`src/rtl/opl2_pkg.sv`:
```
// Shared constants for the OPL2 write scheduler: FSM encoding, register window offsets, default timing.
// Pure declarations; no latency, no backpressure.
`timescale 1ns/1ps
package opl2_pkg;
    localparam logic [2:0] ST_IDLE  = 3'd0;
    localparam logic [2:0] ST_ADDR  = 3'd1;
    localparam logic [2:0] ST_AWAIT = 3'd2;
    localparam logic [2:0] ST_DATA  = 3'd3;
    localparam logic [2:0] ST_DWAIT = 3'd4;

    localparam logic [15:0] OFF_INDEX = 16'd0;
    localparam logic [15:0] OFF_DATA  = 16'd1;
    localparam logic [15:0] OFF_CTRL  = 16'd2;

    localparam int DEF_ADDR_WAIT = 27;
    localparam int DEF_DATA_WAIT = 185;
    localparam int DEF_DEPTH     = 16;

    typedef struct packed {
        logic [7:0] idx;
        logic [7:0] dat;
    } entry_t;

    function automatic int max_int(input int a, input int b);
        return (a > b) ? a : b;
    endfunction
endpackage

```
`src/rtl/sync_fifo.sv`:
```
// Single-clock FIFO, head visible combinationally one cycle after the push.
// Latency 1 cycle; push is refused when full unless a pop happens in the same cycle.
`timescale 1ns/1ps
module sync_fifo #(
    parameter int DEPTH = 16,
    parameter int WIDTH = 16
) (
    input  logic             phi2,
    input  logic             rst,
    input  logic             i_push,
    input  logic             i_pop,
    input  logic [WIDTH-1:0] i_wr_dat,
    output logic [WIDTH-1:0] o_rd_dat,
    output logic             o_full,
    output logic             o_empty
);
    localparam int AW = $clog2(DEPTH);

    logic [WIDTH-1:0] r_mem [DEPTH];
    logic [AW-1:0]    r_wr_ptr;
    logic [AW-1:0]    r_rd_ptr;
    logic [AW:0]      r_count;
    logic             w_do_push;
    logic             w_do_pop;

    assign w_do_pop  = i_pop && !o_empty;
    assign w_do_push = i_push && (!o_full || w_do_pop);

    // Pointers wrap naturally at DEPTH; the extra count bit separates full from empty.
    always_ff @(posedge phi2 or posedge rst) begin
        if (rst) begin
            r_wr_ptr <= '0;
            r_rd_ptr <= '0;
            r_count  <= '0;
        end else begin
            if (w_do_push) r_wr_ptr <= r_wr_ptr + 1'b1;
            if (w_do_pop)  r_rd_ptr <= r_rd_ptr + 1'b1;
            case ({w_do_push, w_do_pop})
                2'b10:   r_count <= r_count + 1'b1;
                2'b01:   r_count <= r_count - 1'b1;
                default: r_count <= r_count;
            endcase
        end
    end

    always_ff @(posedge phi2) begin
        if (w_do_push) r_mem[r_wr_ptr] <= i_wr_dat;
    end

    assign o_rd_dat = r_mem[r_rd_ptr];
    assign o_full   = (r_count == (AW+1)'(DEPTH));
    assign o_empty  = (r_count == '0);
endmodule

```
`src/rtl/opl2_write_scheduler.sv`:
```
// Queues RIA register writes and replays them to the OPL2 core as paced index/data strobe pairs.
// First strobe 2 cycles after the data write; full FIFO drops new writes and sets sticky overflow.
`timescale 1ns/1ps
module opl2_write_scheduler
    import opl2_pkg::*;
#(
    parameter logic [15:0] BASE      = 16'hFF00,
    parameter int          DEPTH     = DEF_DEPTH,
    parameter int          ADDR_WAIT = DEF_ADDR_WAIT,
    parameter int          DATA_WAIT = DEF_DATA_WAIT
) (
    input  logic        phi2,
    input  logic        rst,
    input  logic        msg_valid,
    input  logic [15:0] msg_addr,
    input  logic [7:0]  msg_data,
    output logic        opl_we,
    output logic        opl_a0,
    output logic [7:0]  opl_din,
    output logic        busy,
    output logic        fifo_full,
    output logic        overflow
);
    localparam int          WAIT_W   = $clog2(max_int(ADDR_WAIT, DATA_WAIT) + 1);
    localparam logic [15:0] A_INDEX  = BASE + OFF_INDEX;
    localparam logic [15:0] A_DATA   = BASE + OFF_DATA;
    localparam logic [15:0] A_CTRL   = BASE + OFF_CTRL;

    logic [2:0]        r_state;
    logic [WAIT_W-1:0] r_wait;
    logic [7:0]        r_index;
    entry_t            r_entry;
    logic              r_overflow;

    entry_t w_head;
    logic   w_full;
    logic   w_empty;
    logic   w_push;
    logic   w_pop;
    logic   w_drop;
    logic   w_clear;

    assign w_push  = msg_valid && (msg_addr == A_DATA);
    assign w_clear = msg_valid && (msg_addr == A_CTRL) && msg_data[0];
    assign w_pop   = !w_empty && ((r_state == ST_IDLE) ||
                                  ((r_state == ST_DWAIT) && (r_wait == '0)));
    assign w_drop  = w_push && w_full && !w_pop;

    sync_fifo #(
        .DEPTH (DEPTH),
        .WIDTH ($bits(entry_t))
    ) u_fifo (
        .phi2     (phi2),
        .rst      (rst),
        .i_push   (w_push),
        .i_pop    (w_pop),
        .i_wr_dat ({r_index, msg_data}),
        .o_rd_dat (w_head),
        .o_full   (w_full),
        .o_empty  (w_empty)
    );

    always_ff @(posedge phi2 or posedge rst) begin
        if (rst) begin
            r_index    <= 8'h00;
            r_overflow <= 1'b0;
        end else begin
            if (msg_valid && (msg_addr == A_INDEX)) r_index <= msg_data;
            if (w_drop)       r_overflow <= 1'b1;
            else if (w_clear) r_overflow <= 1'b0;
        end
    end

    // The popped entry is held in r_entry so later index writes cannot disturb it.
    always_ff @(posedge phi2 or posedge rst) begin
        if (rst) begin
            r_state <= ST_IDLE;
            r_wait  <= '0;
            r_entry <= '0;
        end else begin
            case (r_state)
                ST_IDLE: begin
                    if (w_pop) begin
                        r_entry <= w_head;
                        r_state <= ST_ADDR;
                    end
                end
                ST_ADDR: begin
                    r_wait  <= WAIT_W'(ADDR_WAIT - 1);
                    r_state <= ST_AWAIT;
                end
                ST_AWAIT: begin
                    if (r_wait == '0) r_state <= ST_DATA;
                    else              r_wait  <= r_wait - 1'b1;
                end
                ST_DATA: begin
                    r_wait  <= WAIT_W'(DATA_WAIT - 1);
                    r_state <= ST_DWAIT;
                end
                ST_DWAIT: begin
                    if (r_wait != '0) begin
                        r_wait <= r_wait - 1'b1;
                    end else if (w_pop) begin
                        r_entry <= w_head;
                        r_state <= ST_ADDR;
                    end else begin
                        r_state <= ST_IDLE;
                    end
                end
                default: r_state <= ST_IDLE;
            endcase
        end
    end

    always_comb begin
        opl_we  = 1'b0;
        opl_a0  = 1'b0;
        opl_din = 8'h00;
        if (r_state == ST_ADDR) begin
            opl_we  = 1'b1;
            opl_din = r_entry.idx;
        end else if (r_state == ST_DATA) begin
            opl_we  = 1'b1;
            opl_a0  = 1'b1;
            opl_din = r_entry.dat;
        end
    end

    assign busy      = !w_empty || (r_state != ST_IDLE);
    assign fifo_full = w_full;
    assign overflow  = r_overflow;
endmodule

```
`config.mk`:
```
export PLATFORM = sky130hd
export DESIGN_NAME = opl2_write_scheduler
export DESIGN_NICKNAME = d
export VERILOG_FILES = /design/src/rtl/opl2_pkg.sv /design/src/rtl/sync_fifo.sv /design/src/rtl/opl2_write_scheduler.sv
export SDC_FILE = /design/constraint.sdc
export NUM_CORES = 1
export LEC_CHECK = 0
export CAP_MARGIN = 20
export CORE_ASPECT_RATIO = 0.6
export CORE_UTILIZATION = 45
export CTS_BUF_LIST = sky130_fd_sc_hd__clkbuf_4 sky130_fd_sc_hd__clkbuf_8 sky130_fd_sc_hd__clkbuf_16
export CTS_CLUSTER_DIAMETER = 200
export CTS_CLUSTER_SIZE = 10
export DETAILED_ROUTE_END_ITERATION = 16
export PLACE_DENSITY = 0.64
export SYNTH_ARGS = -nofsm -noshare
export SYNTH_HDL_FRONTEND = slang
export SYNTH_SLANG_ARGS = --single-unit
```
`constraint.sdc`:
```
create_clock -name phi2 -period 3.25 [get_ports phi2]
set_clock_uncertainty 0.1 [all_clocks]
set_input_delay 0.65 -clock phi2 [delete_from_list [all_inputs] [get_ports phi2]]
set_output_delay 0.65 -clock phi2 [all_outputs]
set_load 0.1 [all_outputs]
```
==> qor.tcl, run 1 <==
set qor(status) {finished clean}
set qor(worst_min_delay_path_category) {flop to flop}
set qor(hold-path-cell-count) 1
set qor(maxSlewHeadroom_pct) 30.87
set qor(row_count) 46
set qor(cts-buffers-inserted) 36
set qor(clockBufferDepth) 3
set qor(max_cap_violations) 0
set qor(rr_worst_depth) 9
set qor(number_of_failing_setup_endpoints_in_the_final_timing_report) 0
set qor(routed-via-count) 6194
set qor(setup.worst_path.class) {flop to output pin}
set qor(first_pass_grt_wire_length_um) 42290
set qor(master_cell_of_the_clock_root_buffer) {sky130_fd_sc_hd__clkbuf_16}
set qor(netSwitchingFraction_pct) 31.39
set qor(finalMaxSlewViolations) 0
set qor(cts_setup_buffers) 0
set qor(overflow) 0
set qor(number_of_buffers_added_to_fix_hold_violations_after_cts) 0
set qor(grt_start_max_net_pins) 32
set qor(worstHoldStart) {u_fifo.r_count[4]}
set qor(placed_cells_incl_taps) 1028
set qor(avgRoutedWirePerCell_um) 25.84
set qor(synth_cell_types) 47
set qor(critical_path.slowest_cell) {sky130_fd_sc_hd__dfrtp_1}
set qor(vias_per_cell) 5.667
set qor(fin_crit_sh_pct) 92.24
set qor(cp-start-kind) {flop}
set qor(regToRegEndpoint) {u_fifo.r_mem[9][12]}
set qor(post_synth_main_area_contributors) {sky130_fd_sc_hd__edfxtp_1, sky130_fd_sc_hd__mux4_2, sky130_fd_sc_hd__dfrtp_1}
set qor(timing.critical_path.required_ns) 2.50
set qor(final.min_clock_period_ns) 2.998
set qor(power.leakage_nw) 5.391
set qor(seq_power_share_pct) 39.2
set qor(r2r_slack_ns) 0.26
set qor(grt_pass1_vias) 6447
set qor(cts_repair_resize_count) 0
set qor(rsz_0062_raised_after_global_routing) {false}
set qor(postSynth.asyncResetShare_pct) 16.07
set qor(initial_utilization_pct) 46.08
set qor(cts-htree-levels) 2
set qor(power_dissipated_by_switching_net_loads_mw) 3.824
set qor(drcViolationCount) 0
set qor(synth_ff_type) {sky130_fd_sc_hd__edfxtp_1}
set qor(worstPathMaxFanout) 11
set qor(arrival_ns) 2.25
set qor(die_width_um) 215.0
set qor(netlist_area_um2) 12250
set qor(final_core_util_pct) 54.78
set qor(gp_congestion) 0.8344
set qor(syn_nets) 647
set qor(share_of_cells_above_drive_strength_1_pct) 33.42
set qor(crit-reg2reg-launch) {r_wait[0]}
set qor(synthesis.yosys.warnings) 0
set qor(clk_latency_ns) 0.52
set qor(end_kind) {output pin}
set qor(max_freq_mhz) 333.6
set qor(initial_antenna_violation_count) 0
set qor(tightestPinTransition_ns) 1.037
set qor(drt_iter0_drc) 693
set qor(totalPowerFinal_mw) 12.18
set qor(clock_power_share_pct) 31.1
set qor(vdd.ir_drop.worst_mv) 0.4599
set qor(ant_nets) 0
set qor(hpwl_detailed_um) 19130
set qor(timing_hold_violations_final) 0
set qor(top_area_cell_type_share_of_the_netlist_area_pct) 62.75
set qor(tritoncts) {built}
set qor(p_per_cell_area_nw_per_um2) 836.5
set qor(layout.cells.non_filler) 1093
set qor(design.final.nets) 744
set qor(synth.ff_latch_count) 305
set qor(post_synth.cell_area_avg_um2) 20.12
set qor(buffer_ports.inserted) 39
set qor(power.share.combinational_pct) 29.7
set qor(die_h_um) 129.8
set qor(syn2layout_area_growth_pct) 18.88
set qor(clkTransAtPathRegs_ns) 0.05
set qor(hold_path_endpoint) {u_fifo.r_count[4]}
set qor(netlist.top_cell.by_area) {sky130_fd_sc_hd__edfxtp_1}
set qor(design.portCount) 40
set qor(sequential_cell_area_fraction_in_the_yosys_report_pct) 72.75
set qor(fin_tns_setup_ns) 0
set qor(diodes) 0
set qor(detailedRoute.firstPassIterationCount) 4
set qor(synth_edf_count) 256
set qor(grt_util_all_layers_pct) 21.38
set qor(placeableCoreArea_um2) 26590
set qor(die_area_um2) 27910
set qor(cell_internal_pwr_mw) 8.360
set qor(worstPathCellList) {nand2b_1 > nor2_1 > buf_4}
set qor(holdWs_ns) 0.3898
set qor(cpPeakStageDelay_ns) 0.48
set qor(cts_sinks) 305
set qor(synthesized_netlist_cell_count) 609
set qor(total_wirelength_um) 28240
-- power groups by stage --
| stage | Clock, mW | Sequential, mW | Combinational, mW |
|---|---|---|---|
| 5_1_grt | 4.04 | 4.80 | 3.91 |
| 3_5_place_dp | 0 | 4.84 | 3.66 |
| 2_1_floorplan | 0 | 4.66 | 2.83 |
| 3_3_place_gp | 0 | 4.83 | 3.61 |
| 6_report | 3.79 | 4.77 | 3.62 |
| 4_1_cts | 3.87 | 4.77 | 3.67 |
-- per-layer routing --
metal | global-route usage [%] | share of wire [%] | vias to the layer above
li1 | - | - | 2654
met1 | 33.54 | 49 | 3258
met2 | 28.06 | 40 | 244
met3 | 7.809 | 10 | 38
met4 | 4.839 | 1.4 | 0
met5 | 0 | 0 | -
-- worst max-delay path: cells and delay by family (launching register included) --
| family | cells | cell delay, ns |
|---|---|---|
| DFF | 1 | 0.48 |
| and+or+nand+nor | 2 | 0.88 |
| buffers and inverters | 1 | 0.37 |
-- kinds of logic (layout without fill, tap and decap cells) --
group,Yosys count,after routing,synth area share (%)
flops,305,305,72.75
mux,118,118,18.10
simple gates,84,84,3.738
buf+inv,46,170,1.665
compound gates,30,30,1.491
xor+xnor,15,15,1.072
fa+ha+maj,11,11,1.185
-- synthesized netlist by cell type, types with 2 or more instances --
cell type,count
sky130_fd_sc_hd__nand2b_1,3
sky130_fd_sc_hd__dfrtp_1,49
sky130_fd_sc_hd__nand3_1,5
sky130_fd_sc_hd__a21oi_1,10
sky130_fd_sc_hd__nand4_1,4
sky130_fd_sc_hd__edfxtp_1,256
sky130_fd_sc_hd__nor2_1,27
sky130_fd_sc_hd__and2_1,13
sky130_fd_sc_hd__mux4_2,80
sky130_fd_sc_hd__nor4_1,4
sky130_fd_sc_hd__ha_1,10
sky130_fd_sc_hd__inv_1,18
sky130_fd_sc_hd__nor4b_1,3
sky130_fd_sc_hd__o21ai_0,9
sky130_fd_sc_hd__nor3_1,3
sky130_fd_sc_hd__xnor2_1,12
sky130_fd_sc_hd__buf_4,8
sky130_fd_sc_hd__a21o_1,2
sky130_fd_sc_hd__or4_1,3
sky130_fd_sc_hd__nand2_1,8
sky130_fd_sc_hd__mux2_2,24
sky130_fd_sc_hd__o211ai_1,2
sky130_fd_sc_hd__mux2i_1,13
sky130_fd_sc_hd__buf_1,5
sky130_fd_sc_hd__clkbuf_1,14
sky130_fd_sc_hd__xor2_1,3
-- metrics by stage --
stage,setup WS (ns),area (µm²)
floorplan,0.1437,12250
global placement,0.1696,13440
detailed placement,0.09351,13440
CTS,0.1981,14570
global route,0.09789,14570
finish,0.2521,14570
-- worst max-delay path by stage --
stage	cells past startpoint	from	end	slack [ns]
6_report	3	r_state[2]	opl_din[6]	0.25
5_1_grt	13	r_wait[0]	u_fifo.r_count[4]	0.1
4_1_cts	3	r_state[2]	opl_din[6]	0.20
3_5_place_dp	5	msg_addr[14]	r_index[5]	0.09
3_3_place_gp	8	msg_addr[1]	u_fifo.r_mem[9][7]	0.17
2_1_floorplan	4	r_state[1]	opl_din[0]	0.14
-- cells in the final DEF, fill, tap and decap left out, types with 2 or more instances in the layout --
cell,netlist,final
sky130_fd_sc_hd__nor2_2,1,5
sky130_fd_sc_hd__mux4_2,80,80
sky130_fd_sc_hd__mux2_2,24,24
sky130_fd_sc_hd__nor4_1,4,4
sky130_fd_sc_hd__nand2_1,8,8
sky130_fd_sc_hd__o21ai_0,9,9
sky130_fd_sc_hd__nor2_1,27,23
sky130_fd_sc_hd__xnor2_1,12,12
sky130_fd_sc_hd__or4_1,3,3
sky130_fd_sc_hd__nand4_1,4,4
sky130_fd_sc_hd__a21o_1,2,2
sky130_fd_sc_hd__nor3_1,3,3
sky130_fd_sc_hd__buf_4,8,50
sky130_fd_sc_hd__clkdlybuf4s50_1,0,26
sky130_fd_sc_hd__buf_12,0,11
sky130_fd_sc_hd__ha_1,10,10
sky130_fd_sc_hd__a21oi_1,10,10
sky130_fd_sc_hd__o211ai_1,2,2
sky130_fd_sc_hd__and2_1,13,13
sky130_fd_sc_hd__dfrtp_1,49,47
sky130_fd_sc_hd__mux2i_1,13,13
sky130_fd_sc_hd__inv_1,18,17
sky130_fd_sc_hd__edfxtp_1,256,256
sky130_fd_sc_hd__clkbuf_16,0,36
sky130_fd_sc_hd__xor2_1,3,3
sky130_fd_sc_hd__nand2b_1,3,3
sky130_fd_sc_hd__clkbuf_4,0,26
sky130_fd_sc_hd__nand3_1,5,5
sky130_fd_sc_hd__nor4b_1,3,3
-- registers in the layout, indices dropped and copies added (netlist names) --
signal / flops
overflow: 1
r_entry: 16
r_index: 8
r_state: 3
r_wait: 8
u_fifo.r_count: 5
u_fifo.r_mem: 256
u_fifo.r_rd_ptr: 4
u_fifo.r_wr_ptr: 4
-- area by class of cell --
class,count,area (µm²)
inverters,18,67.56
clock inverters,3,32.53
fillers,2067,12030
clock buffers,62,1096
repair buffers,87,855.8
well taps,360,450.4
flip-flops and latches,305,8919
multi-input cells,258,3144
(Power assumes the default switching activity.)
==> inputs of run 2 (changes only) <==
Settings changed: CAP_MARGIN 20 to 25, CORE_MARGIN set to 10.
==> qor.tcl, run 2 (synthesized netlist as in run 1, its figures left out) <==
set qor(status) {finished clean} ;# unchanged
set qor(postLayoutCellArea_um2) 14520 ;# was 14570 µm²
set qor(diodes) 0 ;# unchanged
set qor(max_cap_violations) 0 ;# unchanged
set qor(least_setup_slack_across_all_paths_after_layout_ns) 0.2019 ;# was 0.2521 ns
set qor(critical_path_cell_count) 13 ;# was 3
set qor(timing.critical_path.required_ns) 3.59 ;# was 2.50 ns
set qor(design.portCount) 40 ;# unchanged
set qor(vdd.ir_drop.worst_mv) 1.040 ;# was 0.4599 mV
set qor(dp_slack_ns) 0.1765 ;# was 0.09351 ns
set qor(number_of_buffers_added_to_fix_hold_violations_after_cts) 0 ;# unchanged
set qor(biggestRegsByFlops) {u_fifo.r_mem x256, r_entry x16} ;# unchanged
set qor(gp_congestion) 0.8070 ;# was 0.8344
set qor(tritoncts) {built} ;# unchanged
set qor(detailedRoute.firstPassIterationCount) 4 ;# unchanged
set qor(grt_pass1_vias) 6384 ;# was 6447
set qor(master_cell_of_the_clock_root_buffer) {sky130_fd_sc_hd__clkbuf_16} ;# unchanged
set qor(cts_repair_resize_count) 0 ;# unchanged
set qor(first_pass_grt_wire_length_um) 40940 ;# was 42290 µm
set qor(detailed_place.area_um2) 13380 ;# was 13440 µm²
set qor(largest_register_by_flop_count) {u_fifo.r_mem} ;# unchanged
set qor(maxSlewHeadroom_pct) 35.64 ;# was 30.87%
set qor(drt_iter0_drc) 568 ;# was 693
set qor(total_wirelength_um) 27110 ;# was 28240 µm
set qor(num-fill-cells) 2030 ;# was 2067
set qor(initial_utilization_pct) 46.08 ;# unchanged
set qor(drcViolationCount) 0 ;# unchanged
set qor(grt_util_all_layers_pct) 16.04 ;# was 21.38%
set qor(max_freq_mhz) 328.1 ;# was 333.6 MHz
set qor(rsz_0062_raised_after_global_routing) {false} ;# unchanged
set qor(grt_start_max_net_pins) 67 ;# was 32
set qor(initial_antenna_violation_count) 0 ;# unchanged
set qor(avgRoutedWirePerCell_um) 25.10 ;# was 25.84 µm
set qor(routed-via-count) 6156 ;# was 6194
set qor(die_h_um) 147.8 ;# was 129.8 µm
set qor(finalMaxSlewViolations) 0 ;# unchanged
set qor(cts_sinks) 305 ;# unchanged
set qor(overflow) 0 ;# unchanged
set qor(rr_worst_depth) 13 ;# was 9
set qor(row_count) 46 ;# unchanged
set qor(commonest_non_fill_non_tap_cell_in_the_layout) {sky130_fd_sc_hd__edfxtp_1} ;# unchanged
set qor(holdWs_ns) 0.3794 ;# was 0.3898 ns
set qor(final.min_clock_period_ns) 3.048 ;# was 2.998 ns
set qor(commonest_non_fill_non_tap_cells_in_the_layout) {sky130_fd_sc_hd__edfxtp_1, sky130_fd_sc_hd__mux4_2, sky130_fd_sc_hd__dfrtp_1} ;# was sky130_fd_sc_hd__edfxtp_1, sky130_fd_sc_hd__mux4_2, sky130_fd_sc_hd__buf_4
set qor(clkTransAtPathRegs_ns) 0.05 ;# about the same
set qor(worstPathMaxFanout) 6 ;# was 11
set qor(worst_min_delay_path_category) {input port to asynchronous set/reset pin} ;# was flop to flop
set qor(clk_latency_ns) 0.53 ;# was 0.52 ns
set qor(critical_path.slowest_cell) {sky130_fd_sc_hd__or3b_2} ;# was sky130_fd_sc_hd__dfrtp_1
set qor(p_per_cell_area_nw_per_um2) 829.8 ;# was 836.5 nW/µm²
set qor(die_area_um2) 34440 ;# was 27910 µm²
set qor(design.final.nets) 731 ;# was 744
set qor(clockBufferDepth) 3 ;# unchanged
set qor(power.leakage_nw) 5.328 ;# was 5.391 nW
set qor(timing.critical_path.mode_cell) {sky130_fd_sc_hd__inv_1}
set qor(arrival_ns) 3.38 ;# was 2.25 ns
set qor(cts-buffers-inserted) 36 ;# unchanged
set qor(share_of_cells_above_drive_strength_1_pct) 32.22 ;# was 33.42%
set qor(area_of_the_multi_input_gates_um2) 3144 ;# unchanged
set qor(regToRegEndpoint) {u_fifo.r_count[4]} ;# was u_fifo.r_mem[9][12]
set qor(placeableCoreArea_um2) 26590 ;# unchanged
set qor(cpPeakStageDelay_ns) 0.49 ;# was 0.48 ns
set qor(tightestPinTransition_ns) 0.9654 ;# was 1.037 ns
set qor(layout.area.seq_um2) 8919 ;# unchanged
set qor(fin_tns_setup_ns) 0 ;# unchanged
set qor(cts-htree-levels) 2 ;# unchanged
set qor(worstPathCellList) {inv_1 > ha_1 > or3b_2 > o21ai_2 > and3_1 > and2_4 > inv_1 > fa_1 > inv_1 > a21o_1 > a21oi_1 > mux2i_1 > xnor2_1} ;# was nand2b_1 > nor2_1 > buf_4
set qor(hpwl_detailed_um) 17160 ;# was 19130 µm
set qor(die_width_um) 233.0 ;# was 215.0 µm
set qor(timing_hold_violations_final) 0 ;# unchanged
set qor(crit-reg2reg-launch) {r_wait[0]} ;# unchanged
set qor(final_core_util_pct) 54.59 ;# was 54.78%
set qor(end_kind) {flop} ;# was output pin
set qor(setup.worst_path.class) {flop to flop} ;# was flop to output pin
set qor(critical_path_buffers_and_inverters) 3 ;# was 1
set qor(buffer_ports.inserted) 39 ;# unchanged
set qor(largest_reg_flops) 256 ;# unchanged
set qor(syn2layout_area_growth_pct) 18.47 ;# was 18.88%
set qor(ant_nets) 0 ;# unchanged
set qor(kind_of_cell_with_the_highest_combined_delay_on_the_critical_path) {simple AND/OR/NAND/NOR gates} ;# unchanged
set qor(number_of_failing_setup_endpoints_in_the_final_timing_report) 0 ;# unchanged
set qor(cp-start-kind) {flop} ;# unchanged
set qor(vias_per_cell) 5.700 ;# was 5.667
set qor(r2r_slack_ns) 0.20 ;# was 0.26 ns
set qor(cts_setup_buffers) 0 ;# unchanged
set qor(fin_crit_sh_pct) 93.79 ;# was 92.24%
==> run 2: changes by cell type in the layout (fill, tap and decap cells not counted) <==
cell and delta:
sky130_fd_sc_hd__clkbuf_4 -1, sky130_fd_sc_hd__clkbuf_16 +1, sky130_fd_sc_hd__inv_6 +1, sky130_fd_sc_hd__clkinv_8 -1
sky130_fd_sc_hd__buf_4 -16, sky130_fd_sc_hd__buf_12 +3
==> run 2: area by class of cell <==
type | count | share of cell area (%)
Sequential cell | 305 | 61.44
Multi-Input combinational cell | 258 | 21.66
Clock buffer | 62 | 7.672
Timing Repair Buffer | 74 | 5.482
Tap cell | 360 | 3.103
Inverter | 18 | 0.4655
Clock inverter | 3 | 0.1724
==> run 2: report_power, final <==
part	leakage, nW	switching, mW	internal (mW)	total (mW)
combinational	1.52	1.92	1.54	3.46
sequential	3.23	0.298	4.46	4.76
clock	0.580	1.49	2.34	3.83
==> run 2: how the worst max path moves through the flow <==
stage               slack [ns]                    to   startpoint
CTS                       0.12            opl_din[6]   r_state[2]
detailed placement        0.18  u_fifo.r_mem[11][14]  msg_addr[4]
global placement          0.20  u_fifo.r_mem[10][13]  msg_addr[1]
finish                    0.20     u_fifo.r_count[4]    r_wait[0]
global route              0.03    u_fifo.r_mem[6][8]    r_wait[0]
floorplan                 0.14            opl_din[0]   r_state[1]
==> run 2: metrics by stage <==
step | cells | total power, mW
2_1_floorplan | 609 | 7.489
3_3_place_gp | 1015 | 8.224
3_5_place_dp | 1015 | 8.335
4_1_cts | 1080 | 12.18
5_1_grt | 1080 | 12.62
6_report | 1080 | 12.04
==> run 2: routing by layer <==
metal / GRT usage (%) / up-vias / part of all wire (%) / wire length (µm)
met5: 0 / - / 0 / 0
met4: 4.041 / 0 / 1.4 / 389
met3: 4.262 / 37 / 6.8 / 1847
met2: 23.39 / 199 / 45 / 12170
met1: 23.41 / 3299 / 47 / 12710
li1: - / 2621 / - / -
